### config.mk
export PLATFORM = sky130hd
export DESIGN_NAME = motion_filter
export DESIGN_NICKNAME = d
export VERILOG_FILES = /design/src/rtl/motion_filter.sv
export SDC_FILE = /design/constraint.sdc
export NUM_CORES = 1
export LEC_CHECK = 0
export ABC_AREA = 0
export CAP_MARGIN = 15
export CORE_MARGIN = 10
export CORE_UTILIZATION = 55
export CTS_BUF_LIST = sky130_fd_sc_hd__clkbuf_8
export DETAILED_ROUTE_END_ITERATION = 16
export MAX_ROUTING_LAYER = met4
export PLACE_DENSITY = 0.77
export REMOVE_ABC_BUFFERS = 1
export SLEW_MARGIN = 25
export SYNTH_ARGS = -nofsm -noshare
export SYNTH_HDL_FRONTEND = slang
export SYNTH_SLANG_ARGS = --single-unit
### constraint.sdc
create_clock -name clk -period 5.3 [get_ports clk]
set_input_delay 1.06 -clock clk [delete_from_list [all_inputs] [get_ports clk]]
set_output_delay 1.06 -clock clk [all_outputs]
set_load 0.01 [all_outputs]
### src/rtl/motion_filter.sv
// motion_filter: removes a calibrated zero offset from x/y/z samples, block-averages, scales and saturates them.
// Optional DEADBAND_EN macro: zeroes small offset-corrected samples before averaging.
module motion_filter #(
  parameter int CAL_LOG2    = 3,
  parameter int AVG_LOG2    = 2,
  parameter int SCALE_SHIFT = 4,
  parameter int OUT_W       = 10,
  parameter int DEADBAND    = 8
) (
  input  logic                    clk,
  input  logic                    rst,
  input  logic                    sample_valid,
  input  logic signed [15:0]      x_in,
  input  logic signed [15:0]      y_in,
  input  logic signed [15:0]      z_in,
  input  logic                    recal,
  output logic signed [OUT_W-1:0] x_feed,
  output logic signed [OUT_W-1:0] y_feed,
  output logic signed [OUT_W-1:0] z_feed,
  output logic                    feed_valid,
  output logic                    calibrated
);
  localparam int CW = 16 + CAL_LOG2;
  localparam int AW = 16 + AVG_LOG2;
  localparam logic signed [AW-1:0] OMAX = AW'(2 ** (OUT_W - 1) - 1);
  localparam logic signed [AW-1:0] OMIN = -OMAX - AW'(1);
  typedef enum logic [1:0] {CAL_CLEAR, CAL_ACC, RUN} state_t;
  state_t r_state, w_next;
  logic [CAL_LOG2-1:0] r_ccnt;
  logic [AVG_LOG2-1:0] r_acnt;
  logic signed [CW-1:0] r_cacc [3];
  logic signed [AW-1:0] r_aacc [3];
  logic signed [15:0] r_off [3];
  logic signed [OUT_W-1:0] r_feed [3];
  logic r_fv;
  logic signed [15:0] w_in [3];
  logic signed [CW-1:0] w_csum [3];
  logic signed [16:0] w_diff [3];
  logic signed [15:0] w_corr [3];
  logic signed [15:0] w_db [3];
  logic signed [AW-1:0] w_asum [3];
  logic signed [AW-1:0] w_val [3];
  logic signed [OUT_W-1:0] w_sat [3];
  logic w_take, w_cal_last, w_blk_last;
`ifdef DEADBAND_EN
  localparam logic signed [15:0] DB = 16'(DEADBAND);
`endif
  assign w_take     = sample_valid && !recal;
  assign w_cal_last = w_take && r_state == CAL_ACC && &r_ccnt;
  assign w_blk_last = w_take && r_state == RUN && &r_acnt;
  // per-axis datapath: calibration sum, offset correction with 16-bit saturation, block sum, scale and output saturation
  always_comb begin
    w_in[0] = x_in;
    w_in[1] = y_in;
    w_in[2] = z_in;
    for (int i = 0; i < 3; i++) begin
      w_csum[i] = r_cacc[i] + CW'(w_in[i]);
      w_diff[i] = 17'(w_in[i]) - 17'(r_off[i]);
      w_corr[i] = (w_diff[i][16] != w_diff[i][15]) ? (w_diff[i][16] ? 16'sh8000 : 16'sh7fff) : w_diff[i][15:0];
`ifdef DEADBAND_EN
      w_db[i] = (w_corr[i] > -DB && w_corr[i] < DB) ? 16'sd0 : w_corr[i];
`else
      w_db[i] = w_corr[i];
`endif
      w_asum[i] = r_aacc[i] + AW'(w_db[i]);
      w_val[i]  = w_asum[i] >>> (AVG_LOG2 + SCALE_SHIFT);
      w_sat[i]  = w_val[i] > OMAX ? OUT_W'(OMAX) : w_val[i] < OMIN ? OUT_W'(OMIN) : OUT_W'(w_val[i]);
    end
  end
  // state register
  always_ff @(posedge clk or negedge rst) begin
    if (!rst) r_state <= CAL_CLEAR;
    else r_state <= w_next;
  end
  // next state: recal always restarts calibration, which lasts one clear cycle plus 2^CAL_LOG2 samples
  always_comb begin
    w_next = recal ? CAL_CLEAR : r_state == CAL_CLEAR ? CAL_ACC : w_cal_last ? RUN : r_state;
  end
  // outputs: offsets are valid only in RUN
  always_comb begin
    calibrated = r_state == RUN;
    feed_valid = r_fv;
    x_feed     = r_feed[0];
    y_feed     = r_feed[1];
    z_feed     = r_feed[2];
  end
  // accumulators, counters, offsets and feeds; CAL_CLEAR also discards any partial average block
  always_ff @(posedge clk or negedge rst) begin
    if (!rst) begin
      r_ccnt <= '0;
      r_acnt <= '0;
      r_fv   <= 1'b0;
      for (int i = 0; i < 3; i++) begin
        r_cacc[i] <= '0;
        r_aacc[i] <= '0;
        r_off[i]  <= '0;
        r_feed[i] <= '0;
      end
    end else begin
      r_fv <= w_blk_last;
      if (r_state == CAL_CLEAR) begin
        r_ccnt <= '0;
        r_acnt <= '0;
      end else if (w_take && r_state == CAL_ACC) r_ccnt <= r_ccnt + 1'b1;
      else if (w_take && r_state == RUN) r_acnt <= r_acnt + 1'b1;
      for (int i = 0; i < 3; i++) begin
        if (r_state == CAL_CLEAR) begin
          r_cacc[i] <= '0;
          r_aacc[i] <= '0;
        end else if (w_take && r_state == CAL_ACC) begin
          r_cacc[i] <= w_cal_last ? '0 : w_csum[i];
          if (w_cal_last) r_off[i] <= 16'(w_csum[i] >>> CAL_LOG2);
        end else if (w_take && r_state == RUN) begin
          r_aacc[i] <= w_blk_last ? '0 : w_asum[i];
          if (w_blk_last) r_feed[i] <= w_sat[i];
        end
      end
    end
  end
endmodule

### Word level (Yosys, flattened, before mapping)

Cells that the tools add are included.

| cells by class | value |
|---|---|
| bitwise gates (word level) | 2 |
| muxes and demuxes | 41 |
| $lt $le $gt $ge | 6 |
| eq/ne operators | 6 |
| add/sub/neg operators | 11 |
| reduce and logical (&&, ||, !) cells | 15 |

Operator list:

| operator | count |
|---|---|
| two-way mux 18 bit | 12 |
| two-way mux 19 bit | 9 |
| two-way mux 16 bit | 6 |
| two-way mux 10 bit | 6 |
| adder 19 x 16 -> 19 bit | 3 |
| adder 18 x 16 -> 18 bit | 3 |
| subtractor 16 x 16 -> 17 bit | 3 |
| > comparator 12 x 10 -> 1 bit (second input constant) | 3 |
| less-than comparator 12 x 10 -> 1 bit (second input constant) | 3 |
| two-way mux 2 bit | 6 |
| two-way mux 3 bit | 2 |
| AND reduction 3 bit | 2 |
| logical AND 1 bit | 5 |
| AND reduction 2 bit | 2 |
| AND reduction 4 bit | 1 |
| nonzero test 2 bit | 2 |
| adder 3 x 1 -> 3 bit (second input constant) | 1 |
| != test 1 bit | 3 |
| nonzero test 3 bit | 1 |
| adder 2 x 1 -> 2 bit (second input constant) | 1 |
| equality test 2 x 1 -> 1 bit (second input constant) | 1 |
| equality test 2 bit (second input constant) | 1 |
| zero test 2 bit | 1 |
| != test 2 bit (second input constant) | 1 |
| 2 further kinds | 3 |

| word-level totals | value |
|---|---|
| register bits | 197 |
| logic and storage cells | 97 |
| bits of input ports | 52 |
| output and inout port bits | 32 |

### Longest topological paths before layout

Gate-level depths: netlist of run 1.

| logic depth | value |
|---|---|
| depth in word-level cells | 8 |
| depth in mapped cells | 29 |
| gate-level depth less buffers | 28 |

### Least setup slack after synthesis of run 1

Ideal clock, no wire load.

| timing path | value |
|---|---|
| kind | input to register |
| from | input z_in[1] |
| to | register r_feed, in the netlist z_feed[8] |
| arrival time | 6.188 ns |
| slack | -1.019 ns |
| buffers on the path | 1 |
| required time | 5.168 ns |
| library setup time | 0.132 ns |
| stages | 25 |
| cells stage by stage | ha_1 -> nor2b_1 -> o21ai_1 -> a21boi_0 -> o21ai_1 -> a21oi_1 -> a31oi_1 -> o21bai_1 -> mux2i_1 -> or4_1 -> ha_1 -> o221ai_1 -> clkbuf_1 -> o21ai_0 -> ha_1 -> fa_1 -> a211oi_1 -> o21ai_0 -> a21oi_1 -> o21ai_0 -> a41o_1 -> a21o_1 -> a21oi_1 -> xor2_1 -> o211ai_1 |

| between the ends | value |
|---|---|
| cells in the longest elaborated chain, start to end | 7 |
| elaborated cells on any way between the ends | 9 |
| those cells by class | 2 x add/sub; 2 x order compare; 1 x eq/ne; 4 x mux |

Ends and longest elaborated chain:

| item | line | source |
|---|---|---|
| from (decl) | 15 | `input logic signed [15:0] z_in,` |
| subtractor 16 x 16 -> 17 bit * | 58 | `w_diff[i] = 17'(w_in[i]) - 17'(r_off[i]);` |
| two-way mux 16 bit / != test 1 bit (equally long branches) | 59 | `w_corr[i] = (w_diff[i][16] != w_diff[i][15]) ? (w_diff[i][16] ? 16'sh8000 : 16'sh7fff) : w_diff[i][15:0];` |
| two-way mux 16 bit * | 59 |  |
| adder 18 x 16 -> 18 bit * | 65 | `w_asum[i] = r_aacc[i] + AW'(w_db[i]);` |
| less-than comparator 12 x 10 -> 1 bit | 67 | `w_sat[i] = w_val[i] > OMAX ? OUT_W'(OMAX) : w_val[i] < OMIN ? OUT_W'(OMIN) : OUT_W'(w_val[i]);` |
| two-way mux 10 bit | 67 |  |
| two-way mux 10 bit * | 67 |  |
| to (signal, indexed assignment) | 115 | `if (w_blk_last) r_feed[i] <= w_sat[i];` |
| to (decl) | 34 | `logic signed [OUT_W-1:0] r_feed [3];` |

Mark *: on every way between the ends. The rest lies on a longest branch, timed or not.
A chain may end at the register's enable or synchronous reset.

### Worst setup path after layout of run 1

| timing path | value |
|---|---|
| from | input z_in[2] |
| to | register r_feed, in the netlist z_feed[3] |

Same word-level chain as after synthesis.

==> results.md, run 1 <==
Run status:
- The flow ran to the end, but the final reports show violations.
- The final reports fail on setup timing.

Timing:
- At the pin with the least slew margin, the transition time is ~970 ps.
- Setup repair after global routing could not meet its margin everywhere.
- In the finished design, the share of the clock period the worst path needs comes to 111%.
- Counting I/O delays and the setup requirement, the final critical path takes about 5900 ps.
- The top achievable clock speed is approximately 170 MHz.
- Hold timing on the final database bottoms out at a slack of between 400 and 500 ps.
- Clock skew on the completed layout was measured at between 20 and 25 ps.
- The max-slew violation count came to 0.
- The final worst setup slack is -588 ps.
- The worst pin sits at a relative slew slack of a little over a third.
- Adding up every negative setup slack in the final design gives -14260 ps.
- The final number of hold-violating endpoints is 0.
- Setup violations remaining at the end of the flow were counted as between 40 and 50.

Clocking:
- The CTS root buffer is sky130_fd_sc_hd__clkbuf_8.
- The post-CTS clock slew at the launch and capture registers of the worst setup and hold paths is roughly 110 ps.
- The CTS tree is done.
- The number of buffers on the longest clock path is 2.
- The clock net in this run drives a total of ~200 sinks.
- The TritonCTS buffer count is 17.
- The number of hold buffers added after CTS was 0.
- The insertion delay of the later-clocked pin in the worst-skew pair is between 500 and 600 ps.
- The H-tree generated during clock tree synthesis spans 4 levels.

Routing:
- The per-cell via count in the routed design is 6.49.
- The average wire per standard cell is ~22 µm.
- The post-route antenna net violation count is 0.
- The number of DRC violations after detailed-routing iteration 0 is approximately 1600.
- The routed layout has around 16000 vias.
- The residual DRC count is 0.
- The overall routed net length is 53.4 mm.
- For this run, the detailed router's first-pass iteration total came to 7.

Layout:
- The relative area change from synthesis to final layout is 42.2%.
- The library cells used most frequently in the layout, excluding fill and tap cells, are sky130_fd_sc_hd__buf_4, sky130_fd_sc_hd__dfrtp_1, sky130_fd_sc_hd__nand2_1.
- The filler cell count is approximately 1400.
- The footprint of the multi-input gates is 10500 µm².
- In the final layout, the share of cells above drive strength 1 is between 30% and 40%.
- After routing the design area is just over 20000 µm².
- The sequential cell area is a little under 5000 µm².
- Leaving out fill and tap cells, the most frequent cell in the layout is sky130_fd_sc_hd__buf_4.
- For this run, the post-layout net count is 2264.

Place:
- The number of buffers inserted by port buffering is 83.
- The final HPWL from detailed placement is 28.9 mm.
- At the end of routability-driven placement, the weighted congestion stood at 0.956.
- In this run the cell area measured after placement is 17700 µm².

Hold path:
- The min-delay analysis places its worst path in the category in -> async.

Worst setup path:
- The worst setup path is of the in -> reg kind.
- The stage delay of the slowest cell on the critical path is 370 ps.
- Of all nets on the critical path, the largest fanout is 3.
- The arrival time at the worst endpoint is about 6300 ps.
- The most numerous cell on the critical path is sky130_fd_sc_hd__buf_4.
- Data on the critical path is required at its endpoint by between 5000 and 6000 ps.
- The cell type of the slowest stage on the worst timing path is sky130_fd_sc_hd__o311ai_4.
- The worst setup path is launched from an input pin.
- The worst setup path is captured at a flip-flop.

Synth:
- The post-synthesis sequential area ratio is between 30 and 40%.
- The average instance area after synthesis is between 9 and 10 µm².
- Synthesis instantiated just over 80 different standard cells from the library.
- The synthesized design spends more area on one cell type than any other, namely sky130_fd_sc_hd__dfrtp_1.
- In the synthesized netlist the dominant register cell turns out to be sky130_fd_sc_hd__dfrtp_1.
- The area share of the largest cell type after synthesis is between 30 and 40%.
- The Yosys step of the flow raised 0 warnings.
- The combined area of all synthesized cells is around 14000 µm².
- In the synthesized netlist, the number of instances is 1590.
- In this run, synthesis inferred 0 flip-flops with an integrated enable.
- The number of synthesized register bits is between 150 and 200.
- In the post-synthesis netlist, the biggest area contributors are sky130_fd_sc_hd__dfrtp_1, sky130_fd_sc_hd__ha_1, sky130_fd_sc_hd__o21ai_0.
- The fraction of registers with async set/reset is 100%.

Power:
- The total leakage power is just over 10 nW.
- The overall power consumption is approximately 4.4 mW.
- Dividing total power by cell area gives a power density of 213 nW/µm².
- VDD sags by at most ~170 µV.

GRT:
- For this run the aggregate overflow at the end of global routing stands at 0.
- The number of antenna violations at the first check in global routing came to 1.
- Across every metal layer, demand over resource in global routing totals 28.0%.
- The maximum number of pins on one net before global-route repair is around 120.
- The number of global-route vias before repair is 15390.
- The wire length of the first global-routing pass is 75.8 mm.

Job:
- The tool flagged a number of max-cap violations equal to 0.

Floorplan:
- The die is ~180 µm tall.
- The initialized floorplan defines slightly below 60 standard-cell rows.
- 84 I/O pins were placed.
- The floorplan step defined a die boundary enclosing ~33000 µm².
- The core region is 26000 µm².
- The starting utilization of the core area is 55.7%.
- The die is about 180 µm wide.
==> final timing paths <==
kind	depth (start not counted)	from	endpoint	slack, ps
worst max-delay path	30	z_in[2]	z_feed[3]	-590
worst min-delay path	1	rst	r_cacc[21]	480
worst max register to register	31	r_off[1]	z_feed[3]	-370
worst min register to register	2	x_feed[1]	x_feed[1]	500
max in group asynchronous	2	rst	r_cacc[11]	4010
min in group clk	2	x_feed[1]	x_feed[1]	500
==> timing repair <==
action                     CTS  global route
setup endpoints to repair   71            57
cloned                       3             1
buffers inserted            84            36
pin swaps                  139           113
resized for setup          265           151
==> layout make-up <==
cell class | count | area share, %
inverters | 98 | 1.83
clock buffers | 17 | 1.14
multi-input cells | 1248 | 51.0
clock inverters | 15 | 0.821
repair buffers | 479 | 19.2
flip-flops and latches | 197 | 24.0
well taps | 335 | 2.04
diodes | 1 | 0.0122
==> flip-flops by register name, summed over array words and instances, names as in the netlist <==
name	cells
x_feed	10
r_cacc	57
r_state	2
z_feed	10
r_aacc	54
r_acnt	2
r_off	48
r_ccnt	3
feed_valid	1
y_feed	10
==> stage by stage <==
step | worst slack, ps | instances | utilization, %
finish | -588 | 2390 | 79.1
global route | -657 | 2390 | 79.1
CTS | -177 | 2362 | 75.5
detailed placement | -1890 | 2245 | 68.1
global placement | -1540 | 2245 | 68.1
floorplan | -1080 | 1542 | -
==> power by group <==
part	switching [mW]	internal, mW
registers	0.0270	1.54
logic	0.945	0.796
clock network	0.643	0.434
total	1.62	2.77
==> cell usage after synthesis (16+ instances only) <==
cell type,n
sky130_fd_sc_hd__ha_1,162
sky130_fd_sc_hd__nand3_1,23
sky130_fd_sc_hd__nand2_1,154
sky130_fd_sc_hd__clkbuf_1,42
sky130_fd_sc_hd__nor2_1,75
sky130_fd_sc_hd__o21ai_0,172
sky130_fd_sc_hd__xnor2_1,87
sky130_fd_sc_hd__o21bai_1,19
sky130_fd_sc_hd__nand2b_1,19
sky130_fd_sc_hd__a22o_1,79
sky130_fd_sc_hd__o21a_1,18
sky130_fd_sc_hd__xor2_1,39
sky130_fd_sc_hd__dfrtp_1,197
sky130_fd_sc_hd__nor3_1,36
sky130_fd_sc_hd__inv_1,98
sky130_fd_sc_hd__nor2b_1,16
sky130_fd_sc_hd__a21oi_1,101
sky130_fd_sc_hd__a21o_1,48
==> cell families after synthesis <==
group	Yosys count	share of synthesized area, %
fa+ha+maj	171	15.3
simple gates	376	12.0
mux	13	0.986
xor+xnor	128	7.90
flops	197	34.1
compound gates	559	25.9
buf+inv	146	3.86
==> routing by layer <==
layer | vias to the layer above | track usage (%) | share of wire [%]
met5 | - | - | 0
met3 | 362 | 3.64 | 7.2
met1 | 7454 | 31.4 | 37
met4 | 0 | 14.4 | 6.8
li1 | 6682 | - | -
met2 | 1025 | 48.2 | 49
==> critical path, delay by kind of cell <==
family | cells | cell delay, ps
AO/OA/AOI/OAI | 12 | 2230
XOR/XNOR | 1 | 260
AND/OR/NAND/NOR | 2 | 240
adder cells (fa/ha/maj) | 2 | 630
buffers and inverters | 13 | 1830
(Power assumes the default switching activity.)
==> run 2: changes to the inputs <==
--- a/config.mk
+++ b/config.mk
@@ -11,8 +11,9 @@
 export CORE_UTILIZATION = 55
 export CTS_BUF_LIST = sky130_fd_sc_hd__clkbuf_8
 export DETAILED_ROUTE_END_ITERATION = 16
+export GPL_ROUTABILITY_DRIVEN = 1
 export MAX_ROUTING_LAYER = met4
-export PLACE_DENSITY = 0.77
+export PLACE_DENSITY_LB_ADDON = 0.1
 export REMOVE_ABC_BUFFERS = 1
 export SLEW_MARGIN = 25
 export SYNTH_ARGS = -nofsm -noshare
==> run 2 against run 1 <==
  * Design area down 0.50%
  * Count of clock-buffer cells in the layout is the same
  * First-iteration DRC count is 26% lower
  * Largest power group unchanged
  * Critical endpoint is now z_feed[4]
  * Utilization shrank 0.39 points
  * Clock skew increased by 4.4 ps
  * Combinational power shrank 2%
  * Highest routed layer unchanged
  * The flow still finishes with violations (setup timing)
  * Total power fell by 0.62%
  * Clock power about the same
  * Maximum frequency increased by 2.4%
  * Flip-flop and latch count is the same
  * Critical path depth fell by 2
==> results.md, run 2 (synthesis gave the netlist of run 1 again) <==
Power:
- The overall power consumption is 4.36 mW.
- The share of power burned in combinational logic is about two fifths.
- In this run, the clock network consumes between 20% and 30% of the power.
- Sequential cells account for between 30 and 40% of the total power.
- The maximum ir drop on the vdd rail is 217 µV.
- The switching power is roughly 1.6 mW.
- The total leakage power is 9.97 nW.
- The fraction of power spent switching nets is a little over a third.
- The total internal power is ~2.8 mW.
- Power spread over the standard cell area amounts to about 210 nW/µm².

Timing:
- The worst clock skew on the final layout is roughly 29 ps.
- The portion of the clock cycle consumed by the worst path in the final layout is 108%.
- The final number of hold-violating endpoints came to 0.
- Setup violations remaining at the end of the flow were counted as 40.
- Timing would allow up to between 150 and 200 MHz.
- Setup repair after global routing could not meet its margin everywhere.
- The max-slew violation count was 0.
- Measured against its own limit, the worst slew margin works out to around a fifth.
- The final critical path time including I/O delays and setup is roughly 5700 ps.
- After layout, the worst setup slack is -450 ps.
- The actual slew at the worst max-slew pin is between 1000 and 1500 ps.
- The tightest hold path in the finished design has a slack of about 500 ps.

Place:
- The worst-case setup slack after placement is -1850 ps.
- After detailed placement, the total cell area comes to 17700 µm².
- After legalization and detailed placement, the total HPWL measured ~28 mm.
- The congestion estimate from routability-driven global placement came to slightly above 0.9.
- The number of buffers inserted by port buffering is a little over 80.

Job:
- Max-cap violations in this run came to 0.

Floorplan:
- The height of the die is 182 µm.
- Row generation in the floorplan step produced 59 rows.
- The total area inside the core boundary comes to between 20000 and 30000 µm².
- The width of the die is approximately 180 µm.
- The initial utilization of the core area, before any placement, comes to 55.7%.
- The die covers approximately 33000 µm².
- The count of boundary I/O pins is 84.

Worst setup path:
- STA classifies the critical path endpoint as a flip-flop.
- For this design, the slowest cell found on the critical path is sky130_fd_sc_hd__or4_4.
- The critical path is of the in -> reg type.
- The kind of cell with the highest combined delay along the critical path is compound AO/OA/AOI/OAI gates.
- On the worst path, the slowest cell contributes a delay of roughly 450 ps.
- Data on the critical path is required at its endpoint by ~5700 ps.
- The worst setup path is launched from an input pin.
- The number of buffer and inverter stages on the critical path is 5.
- The highest fanout seen on the critical path is 8.
- At the worst endpoint, the arrival time is around 6000 ps.

GRT:
- Summed over all layers, the global routing overflow is 0.
- Entering global routing, the biggest net connects ~110 pins.
- The global-route usage over all layers is around 26%.
- The number of antenna violations at the first check in global routing is 0.
- The number of global-route vias before repair is 14432.
- In the global route stage, met1 resource usage came out at a little over 30%.
- The most used routing layer in global routing is met2.
- The met3 track utilization from global routing is about 3.8%.
- The global-route met2 utilization is between 40% and 50%.
- The wire length of the first global-routing pass is approximately 70 mm.

Routing:
- The iteration count of the initial detailed-routing pass is 6.
- The per-cell via count in the routed design is about 6.
- The detail route stage leaves a number of antenna-violating nets equal to 0.
- The residual DRC count is 0.
- The average wire per standard cell is ~19 µm.
- Summed over all layers, the routed wires come to around 46 mm.
- The number of DRC violations after detailed-routing iteration 0 is 1207.
- For this block, the via count after detailed routing is around 14000.

Clocking:
- After clock tree synthesis, the clock-pin slew on the worst setup and hold paths is roughly 110 ps.
- The insertion delay of the later-clocked pin in the worst-skew pair is approximately 510 ps.
- TritonCTS built the clock tree.
- No sink is reached through more buffers than the 2 on the longest clock path.
- The number of sinks driven by the clock tree is roughly 200.
- The TritonCTS buffer count is 17.
- The root buffer cell chosen for the clock tree is sky130_fd_sc_hd__clkbuf_8.
- The H-tree was split into 4 levels.
- The number of buffers added to fix hold violations after cts is 0.

Layout:
- The layout cell share with drive strength beyond 1 is 33.1%.
- Compared with the post-synthesis result, the final layout area differs by 41.4%.
- The diode insertion count for antenna repair is 0.
- The total non-filler cell area in the finished layout is between 20000 and 25000 µm².
- The flip-flop count of the largest register after layout is 57.
- Leaving out fill and tap cells, the most frequent cells in the layout are sky130_fd_sc_hd__buf_4, sky130_fd_sc_hd__dfrtp_1, sky130_fd_sc_hd__nand2_1.
- The most flop-heavy register is r_cacc.
- Fill cells in the final layout number approximately 1600.
- The net total in the final layout is between 2000 and 2500.
- The largest registers in the layout are r_cacc: 57 flops, r_aacc: 54 flops, r_off: 48 flops.
- The most common cell after layout, fill and taps aside is sky130_fd_sc_hd__buf_4.

Run status:
- The run finished, with violations left.
- The final reports fail on setup timing.

Hold path:
- In this run the worst hold path is classified as reg -> reg.
run 2: final timing paths:
kind | startpoint | to | slack [ps] | cells past startpoint
hold / removal | z_feed[9] | z_feed[9] | 500 | 2
hold reg to reg | z_feed[9] | z_feed[9] | 500 | 2
setup / recovery | z_in[1] | z_feed[4] | -450 | 28
setup reg to reg | r_off[1] | z_feed[4] | -240 | 28
max in group asynchronous | rst | r_off[6] | 3600 | 2
min in group asynchronous | rst | x_feed[8] | 580 | 1
run 2: repair_timing:
action	4_1_cts	5_1_grt
setup buffers	76	34
hold endpoints to repair	0	0
setup endpoints to repair	72	51
gates cloned	4	0
gates resized for setup	280	108
pin swaps	168	108
run 2: power by group through the flow:
stage	Clock [mW]	Sequential (mW)	Combinational, mW
floorplan	0	1.58	0.756
global placement	0	1.59	1.23
detailed placement	0	1.59	1.26
CTS	1.10	1.56	1.51
global route	1.16	1.57	1.82
finish	1.10	1.56	1.70
run 2: per-stage QoR:
step / utilization [%] / setup TNS [ps] / instances
floorplan: - / -44540 / 1542
global placement: 68.1 / -83900 / 2243
detailed placement: 68.1 / -98280 / 2243
CTS: 75.8 / -1690 / 2355
global route: 78.7 / -17500 / 2389
finish: 78.7 / -10570 / 2389
run 2: routing by layer:
layer | vias to the layer above | routed length, µm
li1 | 6684 | -
met1 | 6957 | 19000
met2 | 496 | 23200
met3 | 132 | 2520
met4 | 0 | 1290
met5 | - | 0
run 2: worst register-to-register path, delay by kind of cell, from the launching register on:
family,cells,cell delay (ps)
buf+inv,5,750
compound gates,14,2280
mux,1,160
fa+ha+maj,3,720
flops,1,380
simple gates,5,1120
run 2: final cells by class:
type,instances,area (µm²),area share [%]
multi-input cells,1249,10400,50.8
flip-flops and latches,197,4930,24.1
repair buffers,478,3920,19.2
well taps,335,419,2.05
inverters,98,373,1.82
clock buffers,17,234,1.14
clock inverters,15,188,0.917
